$ cat config.mk
export PLATFORM = sky130hd
export DESIGN_NAME = mem_stage_v3_flat
export DESIGN_NICKNAME = d
export VERILOG_FILES = /design/src/rtl/mem_stage_v3_if.sv /design/src/rtl/mem_stage_v3.sv /design/src/flat_wrapper.sv
export SDC_FILE = /design/constraint.sdc
export NUM_CORES = 1
export LEC_CHECK = 0
export BUFFER_PORTS_ARGS = -buffer_cell sky130_fd_sc_hd__buf_2
export CAP_MARGIN = 20
export CELL_PAD_IN_SITES_DETAIL_PLACEMENT = 0
export CELL_PAD_IN_SITES_GLOBAL_PLACEMENT = 1
export CORE_MARGIN = 10
export CORE_UTILIZATION = 41
export DETAILED_ROUTE_END_ITERATION = 7
export MAX_ROUTING_LAYER = met4
export PLACE_DENSITY = 0.71
export SYNTH_ARGS = -nofsm -noshare
export SYNTH_HDL_FRONTEND = slang
export SYNTH_SLANG_ARGS = --single-unit
$ cat constraint.sdc
create_clock -name clk -period 7.9 [get_ports clk]
set_input_delay 0.79 -clock clk [delete_from_list [all_inputs] [get_ports clk]]
set_output_delay 0.79 -clock clk [all_outputs]
set_load 0.1 [all_outputs]
$ cat src/rtl/mem_stage_v3_if.sv
// mem_stage_v3_if: EX -> MEM bundle for the memory-access stage.
//   master : upstream/execute side, drives the *_EX request fields and
//            observes the registered *_MEM results and stall_MEM.
//   slave  : the memory stage itself.
// Signals:
//   valid_EX, ALUresult, storeData_EX, mem_read_EX, mem_write_EX,
//   size_EX, unsigned_EX, writeReg_EX, control_EX        (EX request)
//   ALUresult_MEM, writeReg_MEM, control_MEM, valid_MEM,
//   err_MEM, stall_MEM                                    (MEM result)
interface mem_stage_v3_if #(
  parameter int SIZE   = 32,
  parameter int CTRL_W = 11
);
  logic                    valid_EX;
  logic [SIZE-1:0]         ALUresult;
  logic [SIZE-1:0]         storeData_EX;
  logic                    mem_read_EX;
  logic                    mem_write_EX;
  logic [1:0]              size_EX;
  logic                    unsigned_EX;
  logic [$clog2(SIZE)-1:0] writeReg_EX;
  logic [CTRL_W-1:0]       control_EX;

  logic [SIZE-1:0]         ALUresult_MEM;
  logic [$clog2(SIZE)-1:0] writeReg_MEM;
  logic [CTRL_W-1:0]       control_MEM;
  logic                    valid_MEM;
  logic                    err_MEM;
  logic                    stall_MEM;

  modport master (
    output valid_EX, ALUresult, storeData_EX, mem_read_EX, mem_write_EX,
           size_EX, unsigned_EX, writeReg_EX, control_EX,
    input  ALUresult_MEM, writeReg_MEM, control_MEM, valid_MEM, err_MEM,
           stall_MEM
  );

  modport slave (
    input  valid_EX, ALUresult, storeData_EX, mem_read_EX, mem_write_EX,
           size_EX, unsigned_EX, writeReg_EX, control_EX,
    output ALUresult_MEM, writeReg_MEM, control_MEM, valid_MEM, err_MEM,
           stall_MEM
  );
endinterface

$ cat src/rtl/mem_stage_v3.sv
// mem_stage_v3: memory-access stage of the 4-stage MIPS pipeline.
// Registers EX results and performs byte/halfword/word loads and stores
// (sign or zero extended) on an internal byte-addressed data memory, with
// MEM_LAT cycles per memory op; stall_MEM holds upstream while busy.
// Ports:
//   clk, rst_n : clock (rising edge), asynchronous active-low reset
//   bus        : mem_stage_v3_if.slave (EX request in, MEM result out)
//   testMem    : combinational view of memory word TEST_ADDR
module mem_stage_v3 #(
  parameter int SIZE      = 32,
  parameter int DEPTH     = 32,
  parameter int MEM_LAT   = 1,
  parameter int CTRL_W    = 11,
  parameter int TEST_ADDR = 4
) (
  input  logic            clk,
  input  logic            rst_n,
  mem_stage_v3_if.slave   bus,
  output logic [SIZE-1:0] testMem
);
  localparam int AW = $clog2(DEPTH);
  localparam int RW = $clog2(SIZE);

  localparam logic [0:0] ST_IDLE = 1'b0;
  localparam logic [0:0] ST_BUSY = 1'b1;

  localparam logic [3:0] LAT_M1 = 4'(MEM_LAT - 1);

  // Power-up image: word i holds i. Reset never touches the array.
  function automatic logic [DEPTH*SIZE-1:0] mem_image();
    logic [DEPTH*SIZE-1:0] img;
    img = '0;
    for (int unsigned i = 0; i < DEPTH; i++) img[i*SIZE +: SIZE] = SIZE'(i);
    return img;
  endfunction
  localparam logic [DEPTH*SIZE-1:0] MEM_INIT = mem_image();

  typedef struct packed {
    logic [SIZE-1:0]   addr;
    logic [SIZE-1:0]   sdata;
    logic              rd;
    logic              wr;
    logic [1:0]        size;
    logic              uns;
    logic [RW-1:0]     wreg;
    logic [CTRL_W-1:0] ctrl;
  } op_t;

  logic [DEPTH-1:0][SIZE-1:0] mem = MEM_INIT;

  logic [0:0]        state_q, state_d;
  logic [3:0]        cnt_q, cnt_d;
  op_t               op_q, op_d;
  logic [SIZE-1:0]   alu_q, alu_d;
  logic [RW-1:0]     wreg_q, wreg_d;
  logic [CTRL_W-1:0] ctrl_q, ctrl_d;
  logic              valid_q, valid_d;
  logic              err_q, err_d;

  op_t               ex_op, op;
  logic [AW-1:0]     widx;
  logic [1:0]        lane;
  logic [SIZE-1:0]   rword, load_v, cmp_alu, mem_wdata;
  logic [7:0]        byte_v;
  logic [15:0]       half_v;
  logic [3:0]        mem_be;
  logic              is_byte, is_half, misal, conflict, cmp_err, complete, mem_we;

  always_comb begin
    ex_op = '{addr: bus.ALUresult, sdata: bus.storeData_EX, rd: bus.mem_read_EX,
              wr: bus.mem_write_EX, size: bus.size_EX, uns: bus.unsigned_EX,
              wreg: bus.writeReg_EX, ctrl: bus.control_EX};
  end

  // While BUSY the latched op is the one being executed; EX is ignored.
  assign op = (state_q == ST_BUSY) ? op_q : ex_op;

  always_comb begin
    widx     = op.addr[AW+1:2];
    lane     = op.addr[1:0];
    rword    = mem[widx];
    is_byte  = (op.size == 2'b00);
    is_half  = (op.size == 2'b01);
    misal    = (is_half && lane[0]) || (!is_byte && !is_half && lane != 2'b00);
    conflict = op.rd && op.wr;

    byte_v = rword[{lane, 3'b000} +: 8];
    half_v = lane[1] ? rword[31:16] : rword[15:0];
    if (is_byte)      load_v = {{24{~op.uns & byte_v[7]}}, byte_v};
    else if (is_half) load_v = {{16{~op.uns & half_v[15]}}, half_v};
    else              load_v = rword;

    if (is_byte) begin
      mem_be    = 4'b0001 << lane;
      mem_wdata = {4{op.sdata[7:0]}};
    end else if (is_half) begin
      mem_be    = lane[1] ? 4'b1100 : 4'b0011;
      mem_wdata = {2{op.sdata[15:0]}};
    end else begin
      mem_be    = 4'b1111;
      mem_wdata = op.sdata;
    end

    // Read+write conflict takes precedence over the misalignment result.
    if (conflict)   cmp_alu = op.addr;
    else if (misal) cmp_alu = '0;
    else if (op.rd) cmp_alu = load_v;
    else            cmp_alu = op.addr;
    cmp_err = conflict || misal;
  end

  always_comb begin
    state_d  = state_q;
    cnt_d    = cnt_q;
    op_d     = op_q;
    alu_d    = alu_q;
    wreg_d   = wreg_q;
    ctrl_d   = ctrl_q;
    valid_d  = 1'b0;
    err_d    = err_q;
    complete = 1'b0;
    case (state_q)
      ST_IDLE: begin
        if (bus.valid_EX) begin
          if (!(bus.mem_read_EX || bus.mem_write_EX)) begin
            alu_d   = bus.ALUresult;
            wreg_d  = bus.writeReg_EX;
            ctrl_d  = bus.control_EX;
            valid_d = 1'b1;
            err_d   = 1'b0;
          end else if (MEM_LAT == 1) begin
            complete = 1'b1;
          end else begin
            op_d    = ex_op;
            cnt_d   = LAT_M1;
            state_d = ST_BUSY;
          end
        end
      end
      default: begin
        if (cnt_q > 4'd1) begin
          cnt_d = cnt_q - 4'd1;
        end else begin
          complete = 1'b1;
          cnt_d    = '0;
          state_d  = ST_IDLE;
        end
      end
    endcase
    if (complete) begin
      alu_d   = cmp_alu;
      wreg_d  = op.wreg;
      ctrl_d  = op.ctrl;
      valid_d = 1'b1;
      err_d   = cmp_err;
    end
  end

  // rst_n gate keeps a store from committing on an edge seen during reset.
  assign mem_we = complete && op.wr && !cmp_err && rst_n;

  always_ff @(posedge clk or negedge rst_n) begin
    if (!rst_n) begin
      state_q <= ST_IDLE;
      cnt_q   <= '0;
      op_q    <= '0;
      alu_q   <= '0;
      wreg_q  <= '0;
      ctrl_q  <= '0;
      valid_q <= 1'b0;
      err_q   <= 1'b0;
    end else begin
      state_q <= state_d;
      cnt_q   <= cnt_d;
      op_q    <= op_d;
      alu_q   <= alu_d;
      wreg_q  <= wreg_d;
      ctrl_q  <= ctrl_d;
      valid_q <= valid_d;
      err_q   <= err_d;
    end
  end

  always_ff @(posedge clk) begin
    if (mem_we) begin
      for (int unsigned b = 0; b < 4; b++) begin
        if (mem_be[b]) mem[widx][b*8 +: 8] <= mem_wdata[b*8 +: 8];
      end
    end
  end

  assign bus.ALUresult_MEM = alu_q;
  assign bus.writeReg_MEM  = wreg_q;
  assign bus.control_MEM   = ctrl_q;
  assign bus.valid_MEM     = valid_q;
  assign bus.err_MEM       = err_q;
  assign bus.stall_MEM     = (state_q == ST_BUSY);
  assign testMem           = mem[AW'(TEST_ADDR)];
endmodule

$ cat src/flat_wrapper.sv
// flat-port wrapper written by rule: the top's interface ports become plain ports
module mem_stage_v3_flat 
#(
  parameter int SIZE      = 32,
  parameter int DEPTH     = 32,
  parameter int MEM_LAT   = 1,
  parameter int CTRL_W    = 11,
  parameter int TEST_ADDR = 4
)
  (clk, rst_n, testMem, bus_valid_EX, bus_ALUresult, bus_storeData_EX, bus_mem_read_EX, bus_mem_write_EX, bus_size_EX, bus_unsigned_EX, bus_writeReg_EX, bus_control_EX, bus_ALUresult_MEM, bus_writeReg_MEM, bus_control_MEM, bus_valid_MEM, bus_err_MEM, bus_stall_MEM);
  mem_stage_v3_if #(.SIZE(SIZE), .CTRL_W(CTRL_W)) bus_i ();
  input  logic clk;
  input  logic rst_n;
  output logic [SIZE-1:0] testMem;
  input wire logic [$bits(bus_i.valid_EX)-1:0] bus_valid_EX;
  input wire logic [$bits(bus_i.ALUresult)-1:0] bus_ALUresult;
  input wire logic [$bits(bus_i.storeData_EX)-1:0] bus_storeData_EX;
  input wire logic [$bits(bus_i.mem_read_EX)-1:0] bus_mem_read_EX;
  input wire logic [$bits(bus_i.mem_write_EX)-1:0] bus_mem_write_EX;
  input wire logic [$bits(bus_i.size_EX)-1:0] bus_size_EX;
  input wire logic [$bits(bus_i.unsigned_EX)-1:0] bus_unsigned_EX;
  input wire logic [$bits(bus_i.writeReg_EX)-1:0] bus_writeReg_EX;
  input wire logic [$bits(bus_i.control_EX)-1:0] bus_control_EX;
  output wire logic [$bits(bus_i.ALUresult_MEM)-1:0] bus_ALUresult_MEM;
  output wire logic [$bits(bus_i.writeReg_MEM)-1:0] bus_writeReg_MEM;
  output wire logic [$bits(bus_i.control_MEM)-1:0] bus_control_MEM;
  output wire logic [$bits(bus_i.valid_MEM)-1:0] bus_valid_MEM;
  output wire logic [$bits(bus_i.err_MEM)-1:0] bus_err_MEM;
  output wire logic [$bits(bus_i.stall_MEM)-1:0] bus_stall_MEM;
  assign bus_i.valid_EX = bus_valid_EX;
  assign bus_i.ALUresult = bus_ALUresult;
  assign bus_i.storeData_EX = bus_storeData_EX;
  assign bus_i.mem_read_EX = bus_mem_read_EX;
  assign bus_i.mem_write_EX = bus_mem_write_EX;
  assign bus_i.size_EX = bus_size_EX;
  assign bus_i.unsigned_EX = bus_unsigned_EX;
  assign bus_i.writeReg_EX = bus_writeReg_EX;
  assign bus_i.control_EX = bus_control_EX;
  assign bus_ALUresult_MEM = bus_i.ALUresult_MEM;
  assign bus_writeReg_MEM = bus_i.writeReg_MEM;
  assign bus_control_MEM = bus_i.control_MEM;
  assign bus_valid_MEM = bus_i.valid_MEM;
  assign bus_err_MEM = bus_i.err_MEM;
  assign bus_stall_MEM = bus_i.stall_MEM;
  mem_stage_v3 #(.SIZE(SIZE), .DEPTH(DEPTH), .MEM_LAT(MEM_LAT), .CTRL_W(CTRL_W), .TEST_ADDR(TEST_ADDR)) u_core (.clk(clk), .rst_n(rst_n), .bus(bus_i), .testMem(testMem));
endmodule
# == After elaboration in Yosys (flattened, before gate mapping) ==
# Index checks and enable logic that the tools add are counted.
# word_totals
regBits,1079
in_bits,88
output_inout_bits,83
word_cells,129
# classes
muxes,60
bitwise_logic,3
n_addsub,1
n_lt_le_gt_ge,3
n_shift,2
n_reduce_logical,18
eq_ne,3
# ops
op,n
two-way mux 1024 bit,7
bitwise mux 1024 bit,4
demux 32 bit (select 5 bit),4
two-way mux 32 bit,13
binary-select mux 32 bit (select 5 bit),1
two-way mux 85 bit,1
two-way mux 11 bit,4
two-way mux 16 bit,2
variable part select 32 x 6 -> 8 bit,1
two-way mux 24 bit,1
two-way mux 5 bit,4
two-way mux 4 bit,4
two-way mux 1 bit,14
logical AND 1 bit,8
two-way mux 8 bit,1
"< comparator 5 x 6 -> 1 bit, second input constant",1
"greater-or-equal comparator 5 x 1 -> 1 bit, second input constant",1
"greater-than comparator 4 x 1 -> 1 bit, second input constant",1
nonzero test 2 bit,2
"left shift 1 x 2 -> 4 bit, first input constant",1
"subtractor 4 x 1 -> 4 bit, second input constant",1
zero test 1 bit,3
logical OR 1 bit,3
AND reduction 3 bit,1
6 further kinds,7

# == Depth between registers and ports, before layout ==
# Gate-level depths: netlist of the first run.
# logic_depth
depth_word,19
depth_mapped,15
depth_no_buf,9

# == Worst setup path before layout of the first run ==
# Ideal clock, no wire load.
# synth_path
kind,register to register
startpoint,"register u_core.state_q, in the netlist u_core.bus.stall_MEM"
endpoint,register u_core.mem[1006] in the netlist's numbering (data pin)
slack_ps,4046
required_time_ps,7523
synth_period_minus_slack_ps,3854
arrival_time_ps,3477
path_stages_with_launch,11
setup_ps,377
n_path_buf,9
path_cell_list,dfrtp_1 -> buf_4 -> buf_4 -> buf_4 -> buf_2 -> buf_1 -> clkbuf_1 -> buf_1 -> clkbuf_1 -> clkbuf_1 -> a21oi_1
# synth_via
elab_cells_between_ends,28
cone_classes,order compare: 2; eq/ne: 1; shift: 1; mux: 22; reduce/logical: 2
# synth_rtl
item,line,source
start: declaration,mem_stage_v3.sv:51,"logic [0:0] state_q, state_d;"
start signal: assignment,mem_stage_v3.sv:173,state_q <= state_d;
two-way mux 85 bit (*),mem_stage_v3.sv:76,assign op = (state_q == ST_BUSY) ? op_q : ex_op;
two-way mux 32 bit / zero test 2 bit (equally long branches),"mem_stage_v3.sv:96, mem_stage_v3.sv:82",
two-way mux 32 bit (*),mem_stage_v3.sv:93,if (is_byte) begin
via u_core.mem_wdata[14],mem_stage_v3.sv:63,"logic [SIZE-1:0] rword, load_v, cmp_alu, mem_wdata;"
bitwise mux 1024 bit (*),mem_stage_v3.sv:187,if (mem_be[b]) mem[widx][b*8 +: 8] <= mem_wdata[b*8 +: 8];
two-way mux 1024 bit (*),mem_stage_v3.sv:187,
two-way mux 1024 bit (*),mem_stage_v3.sv:185,if (mem_we) begin
bitwise mux 1024 bit,mem_stage_v3.sv:187,
two-way mux 1024 bit (*),mem_stage_v3.sv:187,
two-way mux 1024 bit (*),mem_stage_v3.sv:185,
bitwise mux 1024 bit,mem_stage_v3.sv:187,
two-way mux 1024 bit (*),mem_stage_v3.sv:187,
end signal: indexed assignment,mem_stage_v3.sv:187,
end: declaration,mem_stage_v3.sv:49,logic [DEPTH-1:0][SIZE-1:0] mem = MEM_INIT;
# The timed path passes the listed nets; every way through them passes the cells marked *. The select of a mux whose other input is x is not followed.
# A chain may end at the register's enable or synchronous reset.

# == Worst setup path in the final report of the first run ==
# layout_path
startpoint,"register u_core.state_q, in the netlist u_core.bus.stall_MEM"
endpoint,register u_core.mem[121] in the netlist's numbering (enable)
# layout_via
elab_chain_len,10
elab_cells_between_ends,17
cone_classes,eq/ne: 1; mux: 2; reduce/logical: 14
# layout_rtl
item,line,source
two-way mux 85 bit,mem_stage_v3.sv:76,
equality test 2 x 1 -> 1 bit / zero test 2 bit (equally long branches),"mem_stage_v3.sv:83, mem_stage_v3.sv:82",
zero test 1 bit,mem_stage_v3.sv:84,misal = (is_half && lane[0]) || (!is_byte && !is_half && lane != 2'b00);
logical AND 1 bit (2 in a row),mem_stage_v3.sv:84,
logical OR 1 bit,mem_stage_v3.sv:84,
logical OR 1 bit,mem_stage_v3.sv:109,cmp_err = conflict || misal;
zero test 1 bit,mem_stage_v3.sv:160,assign mem_we = complete && op.wr && !cmp_err && rst_n;
logical AND 1 bit (*) (2 in a row),mem_stage_v3.sv:160,
# Every way passes the cells marked *; elsewhere a longest branch is shown, timed or not.

==> flow_summary_export.csv, run 1 <==
group,metric,value,unit
logic_synthesis,synth-main-ff-cell,"edfxtp_1",
global_route,grt_pass1_vias,29170,
logic_synthesis,synth_top_area_cell,"edfxtp_1",
logic_synthesis,syn-cell-area,45600,um2
flow_run,drv_cap,0,
setup_path,startpoint,"u_core.bus.stall_MEM",
floorplan,core.rowCount,122,
logic_synthesis,yosys-top-cells-area,"edfxtp_1, nor2_1, mux2i_1, dfrtp_1, a21oi_1",
timing,fin_ws,3.041,ns
setup_path,endpoint_kind,"register",
placement,io_buffers,170,
clock_network,cts_made_buffers,108,
detailed_routing,routed_wl,152500,um
setup_path,rrSetupSlack,3.04,ns
floorplan,die_area,125000,um2
setup_path,required,8.20,ns
timing,slew_violations,0,
floorplan,die_x,353.5,um
clock_network,cts_tree,"yes",
detailed_routing,routed.top_layer,"met4",
floorplan,chipHeight,353.5,um
power_and_ir_drop,p_clk_share,40.2,%
logic_synthesis,ys_ff_latch,1079,
logic_synthesis,yosysUniqueCellTypes,74,
setup_path,worst-path-buf-inv,2,
setup_path,start_kind,"register",
finish,n_fill_cell,9842,
detailed_routing,ant_nets,0,
global_route,grt_pass1_wl,215900,um
finish,regArea,32130,um2
placement,place_inst,4817,
timing,worst_pin_slew,1.178,ns
detailed_routing,drt_iter0_markers,4060,
placement,gp_congestion,0.8998,
detailed_routing,wl_met2,68020,um
detailed_routing,wl_met3,19140,um
detailed_routing,met1_length,60720,um
placement,pre_cts_slack,2.678,ns
power_and_ir_drop,power.internal,9.439,mW
finish,fin_cells,5050,
detailed_routing,vias_per_cell,6.121,
setup_path,r2r_cells,7,
clock_network,postCtsHoldBufs,0,
logic_synthesis,syn_area_per_cell,13.69,um2
clock_network,clk_latency,0.70,ns
clock_network,cts_setup_buffers,0,
detailed_routing,wl_per_cell,30.21,um
setup_path,slowest_stage,"nor3_1",
setup_path,critical_path_depth,7,
logic_synthesis,syn_nets,3420,
floorplan,ios,171,
logic_synthesis,synth_common_cells,"edfxtp_1, nor2_1, mux2i_1",
finish,syn_to_final_growth,13.27,%
timing,rsz0062_at_grt,"false",
global_route,grt_max_degree,105,
logic_synthesis,synth_warnings,0,
power_and_ir_drop,pwr-share-comb,9.8,%
power_and_ir_drop,power.leakage,18.23,nW
setup_path,r2r-start,"u_core.bus.stall_MEM",
global_route,antenna_found_initial,6,
logic_synthesis,synth.top_cell.area_share,67.43,%
finish,layout.nets,3552,
setup_path,worstPathMaxFanout,31,
detailed_routing,via_count,30910,
power_and_ir_drop,power.switching,3.199,mW
floorplan,core,110500,um2
logic_synthesis,synthArstFlopShare,5.097,%
power_and_ir_drop,power.density,244.7,nW/um2
setup_path,crit_end,"u_core.mem[121]",
global_route,grt_overflow_total,0,
timing,finalHoldViolations,0,
setup_path,path_cells,"inv_2 > buf_4 > nand2_1 > nor3_2 > and3_1 > nand3_4 > nor3_1",
setup_path,cp.arrival,5.16,ns
clock_network,htreeDepth,3,
timing,worst_hold_slack,0.2537,ns
finish,multiInputGateArea,12260,um2
setup_path,r2r_end,"u_core.mem[121]",
logic_synthesis,netlist_instances,3330,
detailed_routing,drtPass1Iterations,6,
global_route,track_usage,24.08,%
clock_network,clk_path_buf_depth,3,
setup_path,cp_top_family,"simple AND/OR/NAND/NOR gates",
timing,maxSlewHeadroom,20.99,%
placement,place_hpwl,97100,um
power_and_ir_drop,peakVddDrop,0.1633,mV
setup_path,worst-setup-path-type,"register to register",
clock_network,cts_num_sinks,1079,
logic_synthesis,yosysSeqAreaShare,70.45,%
power_and_ir_drop,switching_share,25.31,%
timing,finalCriticalPeriod,4.859,ns
setup_path,cpPeakStageDelay,1.22,ns
timing,period_share,61.51,%
finish,drive_gt1_share,16.17,%
status,outcome,"finished, final reports clean",
timing,fin_setup_tns,0,ns
power_and_ir_drop,finalPower,12.64,mW
clock_network,path_clk_slew,0.06,ns
logic_synthesis,synth_edf_count,1024,
detailed_routing,drc,0,
clock_network,cts_resized,0,
timing,fmax,205.8,MHz
timing,fin_skew,0.03235,ns
floorplan,initial_core_util,41.26,%
hold_path,hp-class,"input pin to async pin",
timing,finalSetupViolations,0,
power_and_ir_drop,p_seq_share,50.0,%
clock_network,cts-root-buf,"clkbuf_16",
logic_synthesis,yosysMostFrequentCell,"edfxtp_1",
[cell type report]
type	count	area share [%]
Sequential cell	1079	62.20
Inverter	31	0.2253
Multi-Input combinational cell	1949	23.73
Clock inverter	67	1.153
Timing Repair Buffer	293	3.493
Antenna cell	5	0.02422
Clock buffer	138	5.569
Tap cell	1488	3.604
[kinds of logic (layout without fill, tap and decap cells)]
family / count (synthesis) / in the layout / synth area share [%]
DFF: 1079 / 1079 / 70.45
and+or+nand+nor: 943 / 943 / 8.643
AOI/OAI and AO/OA: 736 / 736 / 10.80
buffers and inverters: 302 / 529 / 3.153
muxes: 268 / 268 / 6.900
adders and majority gates: 2 / 2 / 0.05487
other: 0 / 5 / 0
[power groups by stage]
| stage | registers [mW] | logic (mW) | clock network [mW] |
|---|---|---|---|
| after global placement | 6.44 | 1.21 | 0 |
| after detailed placement | 6.44 | 1.21 | 0 |
| final | 6.32 | 1.24 | 5.08 |
| after CTS | 6.32 | 1.22 | 5.12 |
| after floorplan | 6.67 | 0.506 | 0 |
| after global routing | 6.32 | 1.28 | 5.34 |
[per-stage QoR]
step	util, %	cell area (um2)
4_1_cts	46.60	51500
6_report	46.74	51650
2_1_floorplan	-	45600
5_1_grt	46.73	51650
3_5_place_dp	43.46	48030
3_3_place_gp	43.43	48000
[flip-flops by register name (all words and copies together), names as in the netlist]
signal                    count
u_core.mem                  992
u_core.bus.ALUresult_MEM     32
u_core.testMem               32
u_core.bus.control_MEM       11
u_core.bus.writeReg_MEM       5
u_core.cnt_q                  4
u_core.bus.err_MEM            1
u_core.bus.stall_MEM          1
u_core.bus.valid_MEM          1
[per-layer routing]
metal	vias up	track usage (%)
met1	15550	32.63
met5	-	-
met4	0	7.611
met2	2051	35.21
li1	13030	-
met3	281	6.392
[how the worst min path moves through the flow]
| stage | start | to | slack (ns) | cells after the start |
|---|---|---|---|---|
| after detailed placement | u_core.bus.err_MEM | u_core.bus.err_MEM | 0.47 | 2 |
| after global placement | u_core.bus.err_MEM | u_core.bus.err_MEM | 0.47 | 2 |
| after floorplan | rst_n | u_core.bus.ALUresult_MEM[0] | 0.49 | 0 |
| final | rst_n | u_core.cnt_q[0] | 0.25 | 2 |
| after global routing | rst_n | u_core.bus.control_MEM[9] | 0.33 | 2 |
| after CTS | rst_n | u_core.bus.ALUresult_MEM[13] | 0.26 | 2 |
[cell usage in the layout (no fill, tap or decap), types with 26 or more instances in the layout]
cell / Yosys / routed
edfxtp_1: 1024 / 1024
clkinv_1: 3 / 26
buf_4: 61 / 94
mux4_2: 34 / 34
a211oi_1: 69 / 69
dfrtp_1: 55 / 54
o221ai_1: 63 / 63
nor3_1: 86 / 85
o22ai_1: 115 / 115
mux2_2: 31 / 31
o21ai_0: 123 / 123
nand2_1: 202 / 202
clkbuf_16: 0 / 109
buf_2: 39 / 176
inv_1: 28 / 27
o211ai_1: 44 / 44
mux2i_1: 203 / 203
nor2_1: 543 / 533
a21oi_1: 158 / 150
No activity file was read; power rests on OpenSTA's default activity.
==> run 2: changes to the inputs <==
Clock period 7.9 ns to 5.05 ns, I/O delays scaled along.
==> run 2 against run 1 <==
Net effect: clock-buffer cell count fell by 9; non-clock buffer count rose by 120; combinational power rose by 59%.
==> flow_summary_export.csv, run 2 (same netlist as run 1, synthesis figures left out) <==
group,metric,value,unit
finish,regArea,32130,um2
timing,worst_pin_slew,1.287,ns
setup_path,required,5.67,ns
timing,period_share,85.82,%
finish,mostFrequentLayoutCells,"edfxtp_1, nor2_1, buf_4",
clock_network,path_clk_slew,0.06,ns
clock_network,htreeDepth,3,
detailed_routing,drtPass1Iterations,6,
timing,worst_hold_slack,0.03975,ns
status,outcome,"finished, final reports clean",
power_and_ir_drop,switching_share,25.68,%
placement,place_inst,4945,
power_and_ir_drop,pwr-share-comb,10.1,%
setup_path,worst-setup-path-type,"register to register",
placement,gp_congestion,0.9116,
global_route,track_usage,24.36,%
setup_path,endpoint_kind,"register",
clock_network,cts_setup_buffers,0,
global_route,grt_pass1_vias,30260,
timing,rsz0062_at_grt,"false",
finish,layout_commonest_cell,"edfxtp_1",
detailed_routing,wl_per_cell,29.76,um
floorplan,core,110500,um2
finish,n_fill_cell,9825,
timing,finalHoldViolations,0,
floorplan,ios,171,
clock_network,clk_latency,0.72,ns
power_and_ir_drop,power.internal,14.53,mW
power_and_ir_drop,p_seq_share,50.5,%
floorplan,die_x,353.5,um
setup_path,worstPathMaxFanout,52,
detailed_routing,drc,0,
timing,maxSlewHeadroom,13.86,%
detailed_routing,drt_iter0_markers,4188,
finish,fin_cells,5161,
global_route,antenna_found_initial,5,
power_and_ir_drop,power.switching,5.022,mW
timing,finalSetupViolations,0,
setup_path,start_kind,"register",
finish,regMostFlops,"u_core.mem",
placement,io_buffers,170,
global_route,grt_pass1_wl,219600,um
floorplan,die_area,125000,um2
floorplan,initial_core_util,41.26,%
finish,final_core_util,47.55,%
finish,largest_reg_flops,992,
detailed_routing,ant_nets,0,
setup_path,cp.arrival,4.96,ns
timing,slew_violations,0,
timing,fin_setup_tns,0,ns
flow_run,drv_cap,0,
detailed_routing,via_count,31260,
timing,fmax,230.7,MHz
placement,place_hpwl,102200,um
timing,finalCriticalPeriod,4.334,ns
floorplan,chipHeight,353.5,um
power_and_ir_drop,peakVddDrop,0.2799,mV
floorplan,core.rowCount,122,
finish,layout.nets,3671,
finish,multiInputGateArea,12200,um2
clock_network,cts_num_sinks,1079,
timing,fin_ws,0.7160,ns
detailed_routing,vias_per_cell,6.056,
timing,fin_skew,0.05907,ns
global_route,grt_max_degree,57,
placement,pre_cts_slack,0.7067,ns
power_and_ir_drop,p_clk_share,39.4,%
power_and_ir_drop,power.leakage,18.77,nW
clock_network,cts_resized,0,
clock_network,cts-root-buf,"clkbuf_16",
global_route,grt_overflow_total,0,
clock_network,cts_made_buffers,107,
detailed_routing,routed_wl,153600,um
finish,drive_gt1_share,18.23,%
finish,syn_to_final_growth,15.23,%
hold_path,hp-class,"input pin to register",
clock_network,clk_path_buf_depth,3,
clock_network,cts_tree,"yes",
power_and_ir_drop,power.density,372.1,nW/um2
## run 2: critical path, cell delays in order, from the launching register on
cell and delay [ns]:
dfrtp_4 0.75, o21ba_4 0.64, buf_12 0.33, a2bb2oi_1 0.20, a211oi_1 0.09, a2111oi_1 0.65
buf_4 0.27, nand2_1 0.06, o2111ai_1 0.14, a21oi_1 0.12, a311o_1 0.60, o31ai_1 0.34
## run 2: worst paths after layout
check                                      from                           end  slack [ns]  cells past startpoint
max                        u_core.bus.stall_MEM  u_core.bus.ALUresult_MEM[23]        0.72                     11
min                           bus_control_EX[7]     u_core.bus.control_MEM[7]        0.04                      3
max reg2reg                u_core.bus.stall_MEM  u_core.bus.ALUresult_MEM[23]        0.72                     11
min reg2reg                  u_core.bus.err_MEM            u_core.bus.err_MEM        0.48                      2
max in group asynchronous                 rst_n          u_core.bus.stall_MEM        3.88                      3
min in group asynchronous                 rst_n     u_core.bus.control_MEM[3]        0.55                      3
## run 2: stage by stage
step                      power [mW]  area (um2)
final                          19.55       52550
after global routing           20.06       52550
after CTS                      19.60       52540
after detailed placement       12.00       49040
after global placement         11.98       49000
after floorplan                11.22       45600
## run 2: repair_timing
action	CTS	global route
endpoints found under the hold margin	29	0
endpoints found under the setup margin	0	0
hold buffers	15	0
## run 2: cell type report
class                           instances  area share, %
Sequential cell                      1079          61.14
Multi-Input combinational cell       1949          23.21
Timing Repair Buffer                  413          5.495
Clock buffer                          129          5.253
Tap cell                             1488          3.543
Clock inverter                         69          1.119
Inverter                               31         0.2214
Antenna cell                            3        0.01429
## run 2: metal layers
layer  GRT usage (%)  vias up  share of wire [%]
met4           8.557        0                3.7
met2           36.58     1881                 45
met1           32.11    15800                 40
li1                -    13250                  -
met5               -        -                  0
met3           5.997      326                 11
## run 2: power groups by stage
| stage | combinational [mW] | clock (mW) | sequential [mW] |
|---|---|---|---|
| floorplan | 0.791 | 0 | 10.4 |
| global placement | 1.91 | 0 | 10.1 |
| detailed placement | 1.93 | 0 | 10.1 |
| CTS | 1.94 | 7.78 | 9.88 |
| global route | 2.04 | 8.14 | 9.88 |
| finish | 1.97 | 7.70 | 9.88 |
